### config.mk
export PLATFORM = sky130hd
export DESIGN_NAME = fetch_unit
export DESIGN_NICKNAME = d
export VERILOG_FILES = /design/src/rtl/fetch_unit_pkg.sv /design/src/rtl/fetch_unit.sv
export SDC_FILE = /design/constraint.sdc
export NUM_CORES = 1
export LEC_CHECK = 0
export CELL_PAD_IN_SITES_DETAIL_PLACEMENT = 0
export CELL_PAD_IN_SITES_GLOBAL_PLACEMENT = 1
export CORE_MARGIN = 2
export CORE_UTILIZATION = 27
export DETAILED_ROUTE_END_ITERATION = 8
export PLACE_DENSITY = 0.82
export SLEW_MARGIN = 20
export SYNTH_ARGS = -nofsm -noshare
export SYNTH_HDL_FRONTEND = slang
export SYNTH_SLANG_ARGS = --single-unit
export TNS_END_PERCENT = 20
### constraint.sdc
create_clock -name iClk -period 2.8 [get_ports iClk]
set_input_delay 0.28 -clock iClk [delete_from_list [all_inputs] [get_ports iClk]]
set_output_delay 0.28 -clock iClk [all_outputs]
set_load 0.005 [all_outputs]
### src/rtl/fetch_unit_pkg.sv
// fetch_unit_pkg: FSM encoding, opcode constants and IR field positions shared with the datapath
package fetch_unit_pkg;
  typedef enum logic [1:0] {IDLE = 2'd0, REQ = 2'd1, HOLD = 2'd2} fetch_state_t;
  localparam logic [4:0] OP_BRANCH = 5'b10010;
  localparam int OPC_HI = 31;
  localparam int OPC_LO = 27;
  localparam int RA_HI = 26;
  localparam int RA_LO = 23;
  localparam int RB_HI = 22;
  localparam int RB_LO = 19;
  localparam int RC_HI = 18;
  localparam int RC_LO = 15;
  localparam int BR_HI = 20;
  localparam int BR_LO = 19;
  localparam int IMM_HI = 18;
endpackage

### src/rtl/fetch_unit.sv
// fetch_unit: instruction fetch FSM with timeout, flush, instruction register and field decode
module fetch_unit
  import fetch_unit_pkg::*;
#(
  parameter int WAIT_MAX = 15
) (
  input  logic        iClk,
  input  logic        nRst,
  input  logic        iFetch,
  input  logic        iFlush,
  input  logic        iIR_ack,
  input  logic        iMemRdy,
  input  logic [31:0] iMemData,
  output logic        oMemRd,
  output logic        oPC_inc,
  output logic        oIR_valid,
  output logic        oBusy,
  output logic        oFetchErr,
  output logic [31:0] oIR,
  output logic [4:0]  oOpcode,
  output logic [3:0]  oRF_AddrA,
  output logic [3:0]  oRF_AddrB,
  output logic [3:0]  oRF_AddrC,
  output logic [31:0] oImm32,
  output logic [1:0]  oBrCond
);
  localparam int CW = $clog2(WAIT_MAX + 1);
  fetch_state_t state, state_n;
  logic [31:0] ir, ir_n;
  logic [CW-1:0] cnt, cnt_n;
  logic pc_inc, pc_inc_n, err, err_n;
  // state, IR, wait counter, PC pulse and error flag registers
  always_ff @(posedge iClk) begin
    if (!nRst) begin
      state <= IDLE;
      ir <= '0;
      cnt <= '0;
      pc_inc <= 1'b0;
      err <= 1'b0;
    end else begin
      state <= state_n;
      ir <= ir_n;
      cnt <= cnt_n;
      pc_inc <= pc_inc_n;
      err <= err_n;
    end
  end
  // next-state logic; flush overrides every other input and kills any load in its cycle
  always_comb begin
    state_n = state;
    ir_n = ir;
    cnt_n = cnt;
    pc_inc_n = 1'b0;
    err_n = err;
    if (iFlush) state_n = IDLE;
    else
      case (state)
        IDLE:
          if (iFetch) begin
            state_n = REQ;
            err_n = 1'b0;
            cnt_n = '0;
          end
        REQ:
          if (iMemRdy) begin
            state_n = HOLD;
            ir_n = iMemData;
            pc_inc_n = 1'b1;
          end else begin
            cnt_n = cnt + 1'b1;
            if (cnt_n == CW'(WAIT_MAX)) begin
              state_n = IDLE;
              err_n = 1'b1;
            end
          end
        HOLD:
          if (iIR_ack) begin
            state_n = iFetch ? REQ : IDLE;
            err_n = iFetch ? 1'b0 : err;
            cnt_n = iFetch ? '0 : cnt;
          end
        default: state_n = IDLE;
      endcase
  end
  assign oMemRd = state == REQ;
  assign oBusy = state == REQ;
  assign oIR_valid = state == HOLD;
  assign oPC_inc = pc_inc;
  assign oFetchErr = err;
  assign oIR = ir;
  // decode works from the IR register alone so fields stay stable for the whole HOLD period;
  // branches test their condition register on port B, so B mirrors A for them
  assign oOpcode = ir[OPC_HI:OPC_LO];
  assign oRF_AddrA = ir[RA_HI:RA_LO];
  assign oRF_AddrB = oOpcode == OP_BRANCH ? ir[RA_HI:RA_LO] : ir[RB_HI:RB_LO];
  assign oRF_AddrC = ir[RC_HI:RC_LO];
  assign oImm32 = {{(31 - IMM_HI){ir[IMM_HI]}}, ir[IMM_HI:0]};
  assign oBrCond = ir[BR_HI:BR_LO];
endmodule

### Word-level counts from Yosys, hierarchy flattened

Index checks and enable logic that the tools add are counted.

* register bits: 40
* input bits: 38
* logic and storage cells: 43
* output and inout port bits: 88

* bitwise gates (word level): 3
* reductions and logical operators: 8
* equal/unequal tests: 9
* add/sub/neg operators: 1
* multiplexer cells: 17

Operator list (count)
* 4-bit two-way mux: 4
* 4-bit one-hot mux with 3 select lines: 1
* 2-bit two-way mux: 4
* 1-bit two-way mux: 6
* 2-bit inequality test (second input constant): 3
* 2-bit one-hot mux with 3 select lines: 1
* 3-bit AND reduction: 2
* 5-bit equality test (second input constant): 1
* 5-bit AND reduction: 1
* 4-bit by 1-bit adder with 4-bit output (second input constant): 1
* 4-bit equality test (second input constant): 1
* 4-bit AND reduction: 1
* 3-bit by 2-bit inequality test with 1-bit output (second input constant): 1
* 1-bit inverter: 3
* 1-bit one-hot mux with 3 select lines: 1
* 3-bit nonzero test: 1
* 3-bit OR reduction: 1
* 2-bit by 1-bit equality test with 1-bit output (second input constant): 1
* 2-bit equality test (second input constant): 1
* 2-bit logical NOT: 1
* 2-bit by 1-bit inequality test with 1-bit output (second input constant): 1
* 2-bit OR reduction: 1

### Longest topological paths before layout

Gate-level depths: netlist of run 1.

* depth after elaboration: 5
* gate-level depth with buffers: 6
* depth with buffers taken out: 5

### Worst setup path before layout of run 1

No wires, ideal clock.

* path type: register to output
* start: reg ir[27], in the netlist oIR[27]
* end: out oRF_AddrB[0]
* arrival: 1.089 ns
* data required time: 2.520 ns
* stages on the path, launching flop included: 4
* buffers on the path: 0
* slack: 1.431 ns
* path through: dfxtp_1 -> nor4b_1 -> nand2_1 -> mux2_1

* longest elaborated chain between the ends: 2

RTL lines
* from (decl): line fetch_unit.sv:29 `logic [31:0] ir, ir_n;`
* from (signal assigned): line fetch_unit.sv:42 `ir <= ir_n;`
* 5-bit equality test: line fetch_unit.sv:95 `assign oRF_AddrB = oOpcode == OP_BRANCH ? ir[RA_HI:RA_LO] : ir[RB_HI:RB_LO];`
* 4-bit two-way mux: line fetch_unit.sv:95
* to (decl): line fetch_unit.sv:22 `output logic [3:0] oRF_AddrB,`

No other way between the ends.

### Worst setup path after layout of run 1

Same ends and word-level chain as after synthesis.

==> metrics, run 1 <==
GP Congestion 0.773; P per Cell Area 396 mW/mm^2; status finished, final reports clean; DRC viols 0; htree depth 2; wire length of the first global-routing pass 8420 um; hold buffers post-CTS 0; Critical Path Source Type flop; core area 0.00721 mm^2; Post-Syn Area 0.00200 mm^2; CP Max Fanout 4; CTS Buffer Depth 2; WL/cell 11.9 um; Clock Power Share 41.8%; drt via density 4.26; share of layout cells above drive strength 1 6.04%; Yosys reg bits 40; worst hold path type reg2reg; commonest cells after routing, fill and taps aside 125 x clkdlybuf4s50_1, 66 x nand2_1, 40 x dfxtp_1; Yosys cell types 35; Die X 90.2 um; starting density of the core 27.8%; Worst slew margin 58.2%; register share of total power 47.3%; Reg-to-Reg Start state[1]$_SDFFE_PP0P_; Final Cycle Share 80.5%; Reg clk slew, reported paths 0.08 ns; pre-CTS setup slack 0.491 ns; average size of a mapped cell 7.95 um^2; Total Negative Setup Slacks 0 ns; Detailed Routing Iterations Pass 1 4; Leak 1.06 nW; post-cts sizing count 0; Achievable Freq 444 MHz; DRT antenna net count 0; Mapped Nets 292; Final Hold Fails 0; Final Setup Violations 0; Mapped Cells 252; largest net degree at the start of global routing 33; Hold Startpoint oIR[5]$_SDFFE_PN0P_; Crit path buffers/inverters 1; Worst EP required 2.52 ns; critical path's largest stage delay 0.45 ns; VDD IR max 0.000245 V; Inserted Clock Buffers 5; clk_lat worst skew 0.29 ns; via count 1832; most common cell after layout, fill and taps aside clkdlybuf4s50_1; Final Non-Filler Cells 430; Worst path slowest cell clkdlybuf4s50_1; max-slew violations 0; Reg-to-Reg End oIR[29]$_SDFFE_PN0P_; Synth warnings 0; critical path depth 4; Routed WL 5120 um; clock skew 0.00326 ns; Worst EP arrival 1.97 ns; root buffer cell clkbuf_8; unrepaired setup endpoints after global routing false; grt ovf 0; 1st-iter DRT viols 44; Setup CP Type reg2out; ys async rst share 0%; number of global-route vias before repair 1736; worst r2r path cells 4; I/O pins 126; ys flop type dfxtp_1; cells along the critical path nor4b_1 > nand2_1 > mux2_1 > clkdlybuf4s50_1; critical path endpoint oRF_AddrB[0]; actual slew at the worst max-slew pin 0.627 ns; CP top delay family simple AND/OR/NAND/NOR gates; initial antenna violation count 0; ANT cells 0; # rows 31; crit path from oIR[27]$_SDFFE_PN0P_; Placed Cells incl. Taps 422; setup slack, reg-to-reg 1.31 ns; Logic pwr share 10.9%; HPWL after DPL 3850 um; die height 90.2 um; GR Util All Layers 12.5%; switching power 0.000256 W; switch share 20.8%; area delta synth->final 55.3%; P_int 0.000978 W; post-CTS setup buffer count 0; Worst Slack Setup Final 0.546 ns; Tot Pwr 0.00123 W; Total Nets Final 370; port buffer count 125; clk sink count 40; post-route minimum period 2.25 ns; CTS tree built; Post-synth EDFFs 0; max-cap violation count 0; die footprint 0.00813 mm^2; Seq/Total Area, Yosys 40.0%; CP Capture Type output pin
[cells in the mapped netlist (3+ instances only)]
| cell type | n | area, um^2 |
|---|---|---|
| clkbuf_1 | 3 | 11.3 |
| nor2_1 | 7 | 26.3 |
| buf_2 | 5 | 25.0 |
| nand3_1 | 3 | 15.0 |
| buf_4 | 48 | 360 |
| dfxtp_1 | 40 | 801 |
| buf_6 | 3 | 33.8 |
| nand2b_1 | 4 | 25.0 |
| nand2_1 | 66 | 248 |
| a21oi_1 | 36 | 180 |
| mux2_1 | 4 | 45.0 |
[state kept, by name, indices dropped and copies added, names as in the netlist]
register,count
oFetchErr,1
oPC_inc,1
state,2
cnt,4
oIR,32
[worst min-delay path by stage]
| stage | cells after the start | slack, ns | endpoint |
|---|---|---|---|
| after floorplan | 2 | 0.42 | oIR[21]$_SDFFE_PN0P_ |
| after global placement | 2 | 0.46 | oIR[5]$_SDFFE_PN0P_ |
| after detailed placement | 2 | 0.46 | oIR[12]$_SDFFE_PN0P_ |
| after CTS | 2 | 0.48 | oIR[5]$_SDFFE_PN0P_ |
| after global routing | 2 | 0.50 | oIR[22]$_SDFFE_PN0P_ |
| final | 2 | 0.47 | oIR[5]$_SDFFE_PN0P_ |
[worst min-delay path: cells and delay by family (launching register included)]
family | cells | cell delay, ns
flip-flops | 1 | 0.32
AND/OR/NAND/NOR | 1 | 0.05
AO/OA/AOI/OAI | 1 | 0.05
[cell type report]
type                            count  area [um^2]
Clock buffer                        7         96.3
Multi-Input combinational cell    149          758
Inverter                            4         15.0
Tap cell                           99          124
Timing Repair Buffer              130         1290
Fill cell                         736         4100
Sequential cell                    40          801
Clock inverter                      1         30.0
[per-layer routing]
layer  global-route usage [%]  up-vias  share of wire [%]
met5                        0        -                  0
met4                     3.85        0                1.0
met3                     3.94        5                7.3
met2                     20.7       70                 46
met1                     15.5      829                 45
li1                         -      928                  -
[power by group through the flow]
stage	clock network [W]	registers [W]	logic [W]
3_5_place_dp	0	0.000597	0.000136
3_3_place_gp	0	0.000597	0.000135
5_1_grt	0.000560	0.000585	0.000145
2_1_floorplan	0	0.000597	0.0000493
6_report	0.000516	0.000583	0.000135
4_1_cts	0.000537	0.000584	0.000136
[kinds of logic after synthesis]
group	Yosys count	share of synthesized area, %
DFF	40	40.0
AOI/OAI and AO/OA	48	13.4
adders and majority gates	2	1.25
muxes	4	2.25
buffers and inverters	63	22.2
and+or+nand+nor	95	21.0
[metrics by stage]
| stage | utilization (%) | area, um^2 | hold slack (ns) |
|---|---|---|---|
| after global routing | 43.1 | 3110 | 0.500 |
| final | 43.1 | 3110 | 0.471 |
| after CTS | 43.1 | 3110 | 0.477 |
| after floorplan | - | 2000 | 0.416 |
| after global placement | 41.4 | 2990 | 0.460 |
| after detailed placement | 41.4 | 2990 | 0.465 |
(Power assumes the default switching activity.)
==> run 2: changes to the inputs <==
--- a/config.mk
+++ b/config.mk
@@ -8,9 +8,9 @@
 export CELL_PAD_IN_SITES_DETAIL_PLACEMENT = 0
 export CELL_PAD_IN_SITES_GLOBAL_PLACEMENT = 1
 export CORE_MARGIN = 2
-export CORE_UTILIZATION = 27
+export CORE_UTILIZATION = 22
 export DETAILED_ROUTE_END_ITERATION = 8
-export PLACE_DENSITY = 0.82
+export PLACE_DENSITY = 0.71
 export SLEW_MARGIN = 20
 export SYNTH_ARGS = -nofsm -noshare
 export SYNTH_HDL_FRONTEND = slang
==> constraint.sdc (replaced) <==
create_clock -name iClk -period 2.05 [get_ports iClk]
set_input_delay 0.205 -clock iClk [delete_from_list [all_inputs] [get_ports iClk]]
set_output_delay 0.205 -clock iClk [all_outputs]
set_load 0.005 [all_outputs]
==> run 2 against run 1 <==
  * Die area increased by 22%
  * Core utilization decreased by 7.7 points
  * Combinational power rose by 37%
  * Via count fell by 1.4%
  * Critical endpoint is now oRF_AddrB[1]
  * Largest power group unchanged
  * Largest cell class unchanged
  * Clock power increased by 5.2%
  * Sequential share of layout area is 0.092 points higher
  * Critical path type unchanged
  * Worst hold slack got worse by 0.013 ns
==> metrics, run 2 (synthesis gave the netlist of run 1 again) <==
setup slack, reg-to-reg 0.70 ns; Worst EP arrival 1.66 ns; Worst EP required 1.85 ns; Final Non-Filler Cells 440; clk_lat worst skew 0.29 ns; Final Hold Fails 0; DRT antenna net count 0; die height 99.5 um; worst hold path type in2reg; critical path's largest stage delay 0.35 ns; Routed WL 5350 um; worst r2r path cells 4; Hold Startpoint iMemData[1]; CP Capture Type output pin; starting density of the core 22.9%; DRC viols 0; I/O pins 126; Total Nets Final 371; via count 1807; post-cts sizing count 8; unrepaired setup endpoints after global routing false; HPWL after DPL 3930 um; post-route minimum period 1.86 ns; port buffer count 125; P per Cell Area 491 mW/mm^2; Placed Cells incl. Taps 432; Clock Power Share 35.6%; Critical Path Source Type flop; number of global-route vias before repair 1665; commonest cells after routing, fill and taps aside 121 x clkdlybuf4s50_1, 65 x nand2_1, 39 x dfxtp_1; status finished, final reports clean; GR Util All Layers 10.2%; switching power 0.000352 W; hold buffers post-CTS 0; Achievable Freq 537 MHz; Tot Pwr 0.00153 W; clk sink count 40; Logic pwr share 12.1%; root buffer cell clkbuf_8; actual slew at the worst max-slew pin 0.470 ns; CP Max Fanout 4; clock skew 0.00755 ns; max-slew violations 0; Leak 1.07 nW; P_int 0.00117 W; ANT cells 0; register share of total power 52.3%; largest net degree at the start of global routing 19; CTS tree built; switch share 23.1%; post-CTS setup buffer count 0; Final Setup Violations 0; GP Congestion 0.710; WL/cell 12.2 um; Detailed Routing Iterations Pass 1 4; grt ovf 0; Inserted Clock Buffers 5; hold path cells 3; cells along the critical path nor4b_2 > nand2_2 > mux2_1 > dlygate4sd2_1; die footprint 0.00989 mm^2; Reg clk slew, reported paths 0.08 ns; wire length of the first global-routing pass 8180 um; Setup CP Type reg2out; share of layout cells above drive strength 1 7.23%; area delta synth->final 55.0%; initial antenna violation count 0; Worst slew margin 68.7%; drt via density 4.11; CTS Buffer Depth 2; max FFs per register 32; Die X 99.5 um; Min-Delay Endpoint oIR[1]$_SDFFE_PN0P_; htree depth 2; most common cell after layout, fill and taps aside clkdlybuf4s50_1; Hold Slack 0.458 ns; VDD IR max 0.000175 V; core area 0.00876 mm^2; Reg-to-Reg End cnt[2]$_SDFFE_PN0P_; # rows 34; Final Cycle Share 90.9%; Reg-to-Reg Start state[0]$_SDFFE_PP0P_; Worst path slowest cell dfxtp_2; Total Negative Setup Slacks 0 ns; 1st-iter DRT viols 34; max-cap violation count 0
-- run 2: cell types whose count changed in the layout (fill, tap and decap cells not counted), sizes merged --
| cell | previous run | this run |
|---|---|---|
| clkdlybuf4s50 | 125 | 121 |
| clkinv | 1 | 3 |
| bufinv | 1 | 0 |
| buf | 5 | 6 |
| clkbuf | 7 | 6 |
| dlygate4sd2 | 0 | 4 |
-- run 2: power groups by stage --
| stage | sequential [W] | clock, W | combinational, W |
|---|---|---|---|
| after detailed placement | 0.000816 | 0 | 0.000187 |
| after floorplan | 0.000815 | 0 | 0.0000674 |
| after CTS | 0.000798 | 0.000574 | 0.000188 |
| final | 0.000797 | 0.000543 | 0.000185 |
| after global placement | 0.000815 | 0 | 0.000187 |
| after global routing | 0.000800 | 0.000590 | 0.000201 |
-- run 2: stage by stage --
step,util (%),worst slack (ns),cell area (um^2)
after floorplan,-,0.756,2000
after global placement,34.3,0.186,3010
after detailed placement,34.3,0.194,3010
after CTS,35.5,0.145,3110
after global routing,35.5,0.0763,3110
final,35.5,0.187,3110
-- run 2: how the worst max path moves through the flow --
stage | to | cells after the start | startpoint | slack [ns]
global route | oRF_AddrB[2] | 4 | oIR[30]$_SDFFE_PN0P_ | 0.08
finish | oRF_AddrB[1] | 4 | oIR[30]$_SDFFE_PN0P_ | 0.19
detailed placement | oRF_AddrB[3] | 4 | oIR[27]$_SDFFE_PN0P_ | 0.19
floorplan | oRF_AddrB[0] | 3 | oIR[27]$_SDFFE_PN0P_ | 0.76
global placement | oRF_AddrB[1] | 4 | oIR[27]$_SDFFE_PN0P_ | 0.19
CTS | oRF_AddrB[2] | 4 | oIR[30]$_SDFFE_PN0P_ | 0.14
-- run 2: final cells by class --
cell class | count | area, um^2
Fill cell | 937 | 5660
Timing Repair Buffer | 131 | 1290
Sequential cell | 40 | 802
Multi-Input combinational cell | 149 | 771
Tap cell | 108 | 135
Clock buffer | 6 | 82.6
Inverter | 4 | 15.0
Clock inverter | 2 | 10.0
-- run 2: per-layer routing --
layer,share of wire [%],track usage [%]
met2,46,17.0
met5,0,0
met4,0.32,2.11
met1,46,13.1
met3,7.6,2.88
-- run 2: worst max-delay path: cells and delay by family (launching register included) --
kind / cells / cell delay [ns]
muxes: 1 / 0.33
DFF: 1 / 0.35
and+or+nand+nor: 2 / 0.44
buffers and inverters: 1 / 0.26
